### src/rtl/motor_pkg.sv
// Shared types and bridge codes for the ramped motor driver.
package motor_pkg;

    typedef enum logic [1:0] {
        IDLE = 2'd0,
        RUN  = 2'd1,
        REV  = 2'd2,
        DEAD = 2'd3
    } ch_state_t;

    localparam logic [1:0] AB_FWD   = 2'b10;
    localparam logic [1:0] AB_REV   = 2'b01;
    localparam logic [1:0] AB_COAST = 2'b00;

    function automatic logic [1:0] dir_code(input logic fwd);
        return fwd ? AB_FWD : AB_REV;
    endfunction

endpackage

### src/rtl/motor_ramp_ch.sv
// One motor channel: direction FSM, duty ramp, reversal dead time and PWM compare.
module motor_ramp_ch
    import motor_pkg::*;
#(
    parameter int PWM_W    = 10,
    parameter int STEP     = 16,
    parameter int DEAD_PER = 8
) (
    input  logic             clk,
    input  logic             rst,
    input  logic             estop,
    input  logic             period_end,
    input  logic             ramp_tick,
    input  logic [PWM_W-1:0] pwm_cnt,
    input  logic             en,
    input  logic             dir,
    input  logic [PWM_W-1:0] speed,
    output logic             pwm,
    output logic [1:0]       in_ab,
    output logic             at_speed,
    output logic             busy
);

    localparam int DW = (DEAD_PER > 1) ? $clog2(DEAD_PER) : 1;
    localparam logic [PWM_W:0] STEP_X = (PWM_W+1)'(STEP);

    ch_state_t        state_reg, state_next;
    logic [PWM_W-1:0] cur_reg, cur_next;
    logic [PWM_W-1:0] duty_reg;
    logic [DW-1:0]    dead_reg, dead_next;
    logic             dir_lat_reg, dir_lat_next;
    logic             pwm_reg, at_speed_reg, busy_reg;
    logic [1:0]       in_ab_reg;
    logic [PWM_W-1:0] tgt;

    // One extra bit keeps cur+STEP and tgt+STEP from wrapping.
    function automatic logic [PWM_W-1:0] ramp_to(input logic [PWM_W-1:0] c,
                                                  input logic [PWM_W-1:0] t);
        logic [PWM_W:0] cx;
        logic [PWM_W:0] tx;
        cx = {1'b0, c};
        tx = {1'b0, t};
        if (cx < tx)
            ramp_to = ((cx + STEP_X) >= tx) ? t : PWM_W'(cx + STEP_X);
        else if (cx > tx)
            ramp_to = (cx < (tx + STEP_X)) ? t : PWM_W'(cx - STEP_X);
        else
            ramp_to = c;
    endfunction

    assign tgt = (en && !estop) ? speed : '0;

    always_comb begin
        state_next   = state_reg;
        cur_next     = cur_reg;
        dead_next    = dead_reg;
        dir_lat_next = dir_lat_reg;
        if (estop) begin
            state_next = IDLE;
            cur_next   = '0;
            dead_next  = '0;
        end else begin
            case (state_reg)
                IDLE: if (ramp_tick && tgt != '0) begin
                    if (dir == dir_lat_reg) begin
                        state_next = RUN;
                        cur_next   = ramp_to(cur_reg, tgt);
                    end else begin
                        state_next = DEAD;
                        dead_next  = '0;
                    end
                end
                RUN: if (ramp_tick) begin
                    if (dir != dir_lat_reg) begin
                        state_next = REV;
                        cur_next   = ramp_to(cur_reg, '0);
                    end else begin
                        cur_next = ramp_to(cur_reg, tgt);
                        if (cur_next == '0 && tgt == '0)
                            state_next = IDLE;
                    end
                end
                REV: if (ramp_tick) begin
                    if (cur_reg == '0) begin
                        state_next = DEAD;
                        dead_next  = '0;
                    end else begin
                        cur_next = ramp_to(cur_reg, '0);
                    end
                end
                DEAD: if (period_end) begin
                    if (dead_reg == DW'(DEAD_PER - 1)) begin
                        // Direction is latched only once the bridge has coasted.
                        dir_lat_next = dir;
                        dead_next    = '0;
                        if (tgt != '0) begin
                            state_next = RUN;
                            if (ramp_tick)
                                cur_next = ramp_to(cur_reg, tgt);
                        end else begin
                            state_next = IDLE;
                        end
                    end else begin
                        dead_next = dead_reg + DW'(1);
                    end
                end
                default: state_next = IDLE;
            endcase
        end
    end

    always_ff @(posedge clk) begin
        if (rst) begin
            state_reg    <= IDLE;
            cur_reg      <= '0;
            duty_reg     <= '0;
            dead_reg     <= '0;
            dir_lat_reg  <= 1'b1;
            pwm_reg      <= 1'b0;
            in_ab_reg    <= AB_COAST;
            at_speed_reg <= 1'b0;
            busy_reg     <= 1'b0;
        end else begin
            state_reg   <= state_next;
            cur_reg     <= cur_next;
            dead_reg    <= dead_next;
            dir_lat_reg <= dir_lat_next;
            if (estop)
                duty_reg <= '0;
            else if (period_end)
                duty_reg <= cur_next;
            pwm_reg      <= !estop && (pwm_cnt < duty_reg);
            in_ab_reg    <= (state_next == RUN || state_next == REV) ?
                            dir_code(dir_lat_next) : AB_COAST;
            at_speed_reg <= (cur_next == tgt) && (state_next == RUN || state_next == IDLE);
            busy_reg     <= (state_next == REV) || (state_next == DEAD) ||
                            (state_next == RUN && cur_next != tgt);
        end
    end

    assign pwm      = pwm_reg;
    assign in_ab    = in_ab_reg;
    assign at_speed = at_speed_reg;
    assign busy     = busy_reg;

endmodule

### src/rtl/motor_ramp_driver.sv
// N-channel DC-motor driver: shared PWM timebase feeding independent ramped channels.
module motor_ramp_driver
    import motor_pkg::*;
#(
    parameter int N_CH     = 2,
    parameter int PWM_W    = 10,
    parameter int PRESC    = 1,
    parameter int RAMP_DIV = 4,
    parameter int STEP     = 16,
    parameter int DEAD_PER = 8
) (
    input  logic                  clk,
    input  logic                  rst,
    input  logic                  estop,
    input  logic [N_CH-1:0]       en,
    input  logic [N_CH-1:0]       dir,
    input  logic [N_CH*PWM_W-1:0] speed,
    output logic [N_CH-1:0]       pwm,
    output logic [2*N_CH-1:0]     in_ab,
    output logic [N_CH-1:0]       at_speed,
    output logic [N_CH-1:0]       busy
);

    localparam int PW = (PRESC > 1) ? $clog2(PRESC) : 1;
    localparam int RW = (RAMP_DIV > 1) ? $clog2(RAMP_DIV) : 1;

    logic [PW-1:0]    presc_reg;
    logic [PWM_W-1:0] pwm_cnt_reg;
    logic [RW-1:0]    ramp_cnt_reg;
    logic             tick, period_end, ramp_tick;

    assign tick       = (presc_reg == PW'(PRESC - 1));
    assign period_end = tick && (pwm_cnt_reg == '1);
    assign ramp_tick  = period_end && (ramp_cnt_reg == RW'(RAMP_DIV - 1));

    always_ff @(posedge clk) begin
        if (rst) begin
            presc_reg    <= '0;
            pwm_cnt_reg  <= '0;
            ramp_cnt_reg <= '0;
        end else begin
            presc_reg <= tick ? '0 : presc_reg + PW'(1);
            if (tick)
                pwm_cnt_reg <= pwm_cnt_reg + PWM_W'(1);
            if (period_end)
                ramp_cnt_reg <= (ramp_cnt_reg == RW'(RAMP_DIV - 1)) ? '0 : ramp_cnt_reg + RW'(1);
        end
    end

    generate
        for (genvar gi = 0; gi < N_CH; gi++) begin : g_ch
            motor_ramp_ch #(
                .PWM_W    (PWM_W),
                .STEP     (STEP),
                .DEAD_PER (DEAD_PER)
            ) u_ch (
                .clk        (clk),
                .rst        (rst),
                .estop      (estop),
                .period_end (period_end),
                .ramp_tick  (ramp_tick),
                .pwm_cnt    (pwm_cnt_reg),
                .en         (en[gi]),
                .dir        (dir[gi]),
                .speed      (speed[gi*PWM_W +: PWM_W]),
                .pwm        (pwm[gi]),
                .in_ab      (in_ab[2*gi +: 2]),
                .at_speed   (at_speed[gi]),
                .busy       (busy[gi])
            );
        end
    endgenerate

endmodule
### config.mk
export PLATFORM = sky130hd
export DESIGN_NAME = motor_ramp_driver
export DESIGN_NICKNAME = d
export VERILOG_FILES = /design/src/rtl/motor_pkg.sv /design/src/rtl/motor_ramp_ch.sv /design/src/rtl/motor_ramp_driver.sv
export SDC_FILE = /design/constraint.sdc
export NUM_CORES = 1
export LEC_CHECK = 0
export ABC_AREA = 0
export CAP_MARGIN = 20
export CORE_ASPECT_RATIO = 0.6
export CORE_MARGIN = 3
export CORE_UTILIZATION = 50
export DETAILED_ROUTE_END_ITERATION = 8
export GPL_ROUTABILITY_DRIVEN = 0
export GPL_TIMING_DRIVEN = 0
export PLACE_DENSITY_LB_ADDON = 0.15
export RECOVER_POWER = 25
export REMOVE_ABC_BUFFERS = 1
export SYNTH_ARGS = -nofsm -noshare
export SYNTH_HDL_FRONTEND = slang
export SYNTH_SLANG_ARGS = --single-unit
### constraint.sdc
create_clock -name clk -period 6.8 [get_ports clk]
set_input_delay 0.68 -clock clk [delete_from_list [all_inputs] [get_ports clk]]
set_output_delay 0.68 -clock clk [all_outputs]
set_load 0.01 [all_outputs]
==> impl_metrics.tcl <==
set metrics [dict create \
    status "finished with violations" \
    violations "capacitance limit, slew limit" \
    grt.total_usage_pct 31.83 \
    peak_per_stage_delay_on_the_critical_path_ps 720 \
    final_hold_vio_count 0 \
    synth-edff-count 0 \
    ioPinCount 37 \
    maxSlewViolCount 42 \
    period_needed_ps 6516 \
    power-per-cell-area_nw_per_um2 129.0 \
    via_count_of_the_first_global_routing_pass 8119 \
    first_pass_grt_wire_length_mm 47.05 \
    fraction_of_layout_cells_with_a_size_suffix_above_1_pct 4.244 \
    netlist_instances 1195 \
    cts_resized 0 \
    clkLatencyLatePin_ps 340 \
    mappedNetlistArea_um2 8496 \
    worst_hold_path.endpoint "g_ch[0].u_ch.duty_reg[8]" \
    dr.first_iter.drc_count 1504 \
    setup.worst_path.start "en[1]" \
    detailedPlace.worstSlack_ps 336.5 \
    clock_slew_at_the_register_clock_pins_of_the_worst_setup_and_hold_paths_ps 70 \
    postRouteAntennaNets 0 \
    skew_ps 7.812 \
    clockBufferDepth 2 \
    design_area_um2 9175 \
    detail_route.drc_violations 0 \
    holdCritPathClass "reg2reg" \
    ys_seq_area_share_pct 17.67 \
    placement_rows 36 \
    pint_mw 0.7924 \
    ctsHoldBuffers 0 \
    antenna_cells 0 \
    timing.critical_path.required_ps 6940 \
    die_h_um 107.0 \
    timing_worst_setup_path_type "in2reg" \
    wirelength_mm 30.60 \
    timing.critical_path.buf_inv 2 \
    critical_path.top_delay_family "simple AND/OR/NAND/NOR gates" \
    antenna_found_initial 2 \
    power.sequential.fraction_pct 37.5 \
    grt_max_degree 44 \
    cts_tree "built" \
    crit_path_start_kind "primary input" \
    detail_route.vias_per_cell 6.758 \
    place.port_buffers 36 \
    number_of_clock_sinks 75 \
    setup_slack_ps 283.7 \
    first_pass_iters 7 \
    detailroute.via_count 9502 \
    path_common_cell "sky130_fd_sc_hd__ha_1" \
    post-route-period-util_pct 95.83 \
    placedInstanceArea_um2 8896 \
    yosys_register_bits 75 \
    synth.yosys.warnings 0 \
    drv.max_cap_violation_count 1 \
    crit_slowest_cell "sky130_fd_sc_hd__o22ai_1" \
    cts_post_setup_buffers_inserted 0 \
    synthDistinctLibCells 87 \
    combPwrFrac_pct 20.7 \
    swShare_pct 33.06 \
    ys.flop_type "sky130_fd_sc_hd__dfxtp_1" \
    timing.reg2reg.worst_path_depth 18 \
    die_w_um 174.3 \
    gr-total-overflow 0 \
    die_area_um2 18640 \
    h-tree-depth 3 \
    areaGrowthSynthToFinish_pct 7.997 \
    syn_avg_cell_area_um2 7.109 \
    setup_viol 0 \
    max_freq_ghz 0.1535 \
    setup_slack_reg_to_reg_ps 1350 \
    detailed_place_hpwl_mm 23.34 \
    unrepaired_setup_endpoints_after_global_routing "false" \
    power.leakage_nw 3.393 \
    critPathCaptureType "flop" \
    hold_path.startpoint "g_ch[0].u_ch.duty_reg[8]" \
    power_switching_mw 0.3913 \
    cts-root-buf "sky130_fd_sc_hd__clkbuf_16" \
    cts-buffers-inserted 9 \
    cp_cell_sequence "clkdlybuf4s50_1 > nor2b_1 > nand2_1 > inv_1 > ha_1 > xnor2_1 > ha_1 > and2_0 > a221oi_1 > a21o_1 > nand2_1 > o22ai_1 > o2111ai_1 > nor4b_1 > a211oi_1 > o21a_1 > ha_1 > nor2b_1 > nor3_1" \
    async_flop_share_pct 0 \
    worst_slew_margin_rel_pct -32.66 \
    start_util_pct 51.67 \
    arrival_ps 6660 \
    core-area_um2 16440 \
    critical_path.max_fanout 12 \
    power.share.clock_pct 41.7 \
    worst_tran_pin_value_ps 1990 \
    vdd.ir_drop.worst_v 0.0001531 \
    fin_hold_ws_ps 459.5 \
    r2r-start "g_ch[1].u_ch.cur_reg[7]" \
    wl_per_cell_um 21.76 \
    worst_r2r_endpoint "g_ch[1].u_ch.busy" \
    design.final.nets 1276 \
    min_path_cells 2 \
]
-- layer usage --
metal	vias up	wire (um)	GRT usage (%)
li1	4404	-	-
met1	4392	14340	51.21
met2	670	10500	36.45
met3	32	5591	16.81
met4	4	139	2.064
met5	-	25	0
-- layout make-up --
type	count	area, um2
tap	228	285.3
multi-input combinational	987	6460
clock inverter	7	78.83
inverter	55	206.4
timing repair buffer	45	417.9
sequential	75	1501
clock buffer	9	225.2
fill	1579	7266
-- placed cells by master, fill, tap and decap left out, types with 8 or more instances in the layout --
| master | instances |
|---|---|
| sky130_fd_sc_hd__xor2_1 | 14 |
| sky130_fd_sc_hd__o21ai_0 | 72 |
| sky130_fd_sc_hd__a31oi_1 | 27 |
| sky130_fd_sc_hd__nand3_1 | 52 |
| sky130_fd_sc_hd__nand2b_1 | 20 |
| sky130_fd_sc_hd__and3_1 | 8 |
| sky130_fd_sc_hd__a21o_1 | 23 |
| sky130_fd_sc_hd__dfxtp_1 | 75 |
| sky130_fd_sc_hd__clkbuf_16 | 9 |
| sky130_fd_sc_hd__a211oi_1 | 28 |
| sky130_fd_sc_hd__nor4_1 | 16 |
| sky130_fd_sc_hd__mux2i_1 | 21 |
| sky130_fd_sc_hd__inv_1 | 55 |
| sky130_fd_sc_hd__ha_1 | 76 |
| sky130_fd_sc_hd__nor3_1 | 43 |
| sky130_fd_sc_hd__nor2_1 | 94 |
| sky130_fd_sc_hd__nor2b_1 | 24 |
| sky130_fd_sc_hd__dlygate4sd3_1 | 10 |
| sky130_fd_sc_hd__and2_1 | 10 |
| sky130_fd_sc_hd__nor3b_1 | 8 |
| sky130_fd_sc_hd__o22ai_1 | 8 |
| sky130_fd_sc_hd__nand4_1 | 12 |
| sky130_fd_sc_hd__nand2_1 | 124 |
| sky130_fd_sc_hd__or2_2 | 8 |
| sky130_fd_sc_hd__a21oi_1 | 97 |
| sky130_fd_sc_hd__o2111ai_1 | 9 |
| sky130_fd_sc_hd__o21a_1 | 12 |
| sky130_fd_sc_hd__xnor2_1 | 25 |
| sky130_fd_sc_hd__or3_1 | 14 |
| sky130_fd_sc_hd__o211ai_1 | 15 |
| sky130_fd_sc_hd__clkdlybuf4s50_1 | 24 |
-- worst max-delay path by stage --
stage | endpoint | slack (ps) | cells past startpoint
floorplan | g_ch[0].u_ch.at_speed | 1780 | 19
global placement | g_ch[0].u_ch.busy | -1800 | 22
detailed placement | g_ch[1].u_ch.duty_reg[0] | 340 | 17
CTS | g_ch[1].u_ch.busy | 670 | 19
global route | g_ch[1].u_ch.busy | 60 | 19
finish | g_ch[1].u_ch.busy | 280 | 19
-- power groups by stage --
stage               sequential (mW)  combinational (mW)  clock [mW]
detailed placement            0.455               0.233           0
global placement              0.455               0.230           0
finish                        0.444               0.245       0.494
CTS                           0.445               0.234       0.498
floorplan                     0.455               0.147           0
global route                  0.445               0.261       0.519
-- worst min-delay path, delay by kind of cell (launching register included) --
| kind | cells | cell delay, ps |
|---|---|---|
| AO/OA/AOI/OAI | 1 | 50 |
| AND/OR/NAND/NOR | 1 | 50 |
| flip-flops | 1 | 310 |
-- logic make-up (layout without fill, tap and decap cells) --
kind of cell	Yosys count	after routing	synth area share [%]
compound gates	378	378	29.66
other cells	1	1	0.04414
mux	23	23	2.739
xor+xnor	39	39	4.021
flops	75	75	17.67
buf+inv	133	116	6.451
fa+ha+maj	76	76	11.19
simple gates	470	470	28.22
-- per-stage QoR --
stage | util (%) | instances | power [mW] | TNS, ps
after global placement | 53.52 | 1381 | 0.6844 | -24380
after CTS | 55.96 | 1406 | 1.177 | 0
after floorplan | - | 1117 | 0.6020 | 0
after global routing | 55.81 | 1406 | 1.225 | 0
after detailed placement | 54.11 | 1390 | 0.6876 | 0
final | 55.81 | 1406 | 1.184 | 0
-- synthesized netlist by cell type, drive strengths merged, types with 9 or more instances --
master   instances  share of area (%)
nand2          124                5.5
a21oi           98                5.8
nor2            94                4.2
ha              76                 11
dfxtp           75                 18
o21ai           73                4.3
clkbuf          57                2.5
inv             55                2.4
nand3           52                3.1
nor3            44                2.6
a211oi          28                2.5
a31oi           27                2.0
xnor2           25                2.6
nor2b           24                1.8
a21o            23                2.0
buf             21                1.5
mux2i           21                2.5
nand2b          20                1.5
nor4            19                1.7
o211ai          15                1.3
or3             14                1.0
xor2            14                1.4
nand4           13                1.1
o21a            12                1.1
and2            11               0.81
o2111ai          9               0.93
or2              9               0.66
Power figures use the tool's default switching activity.
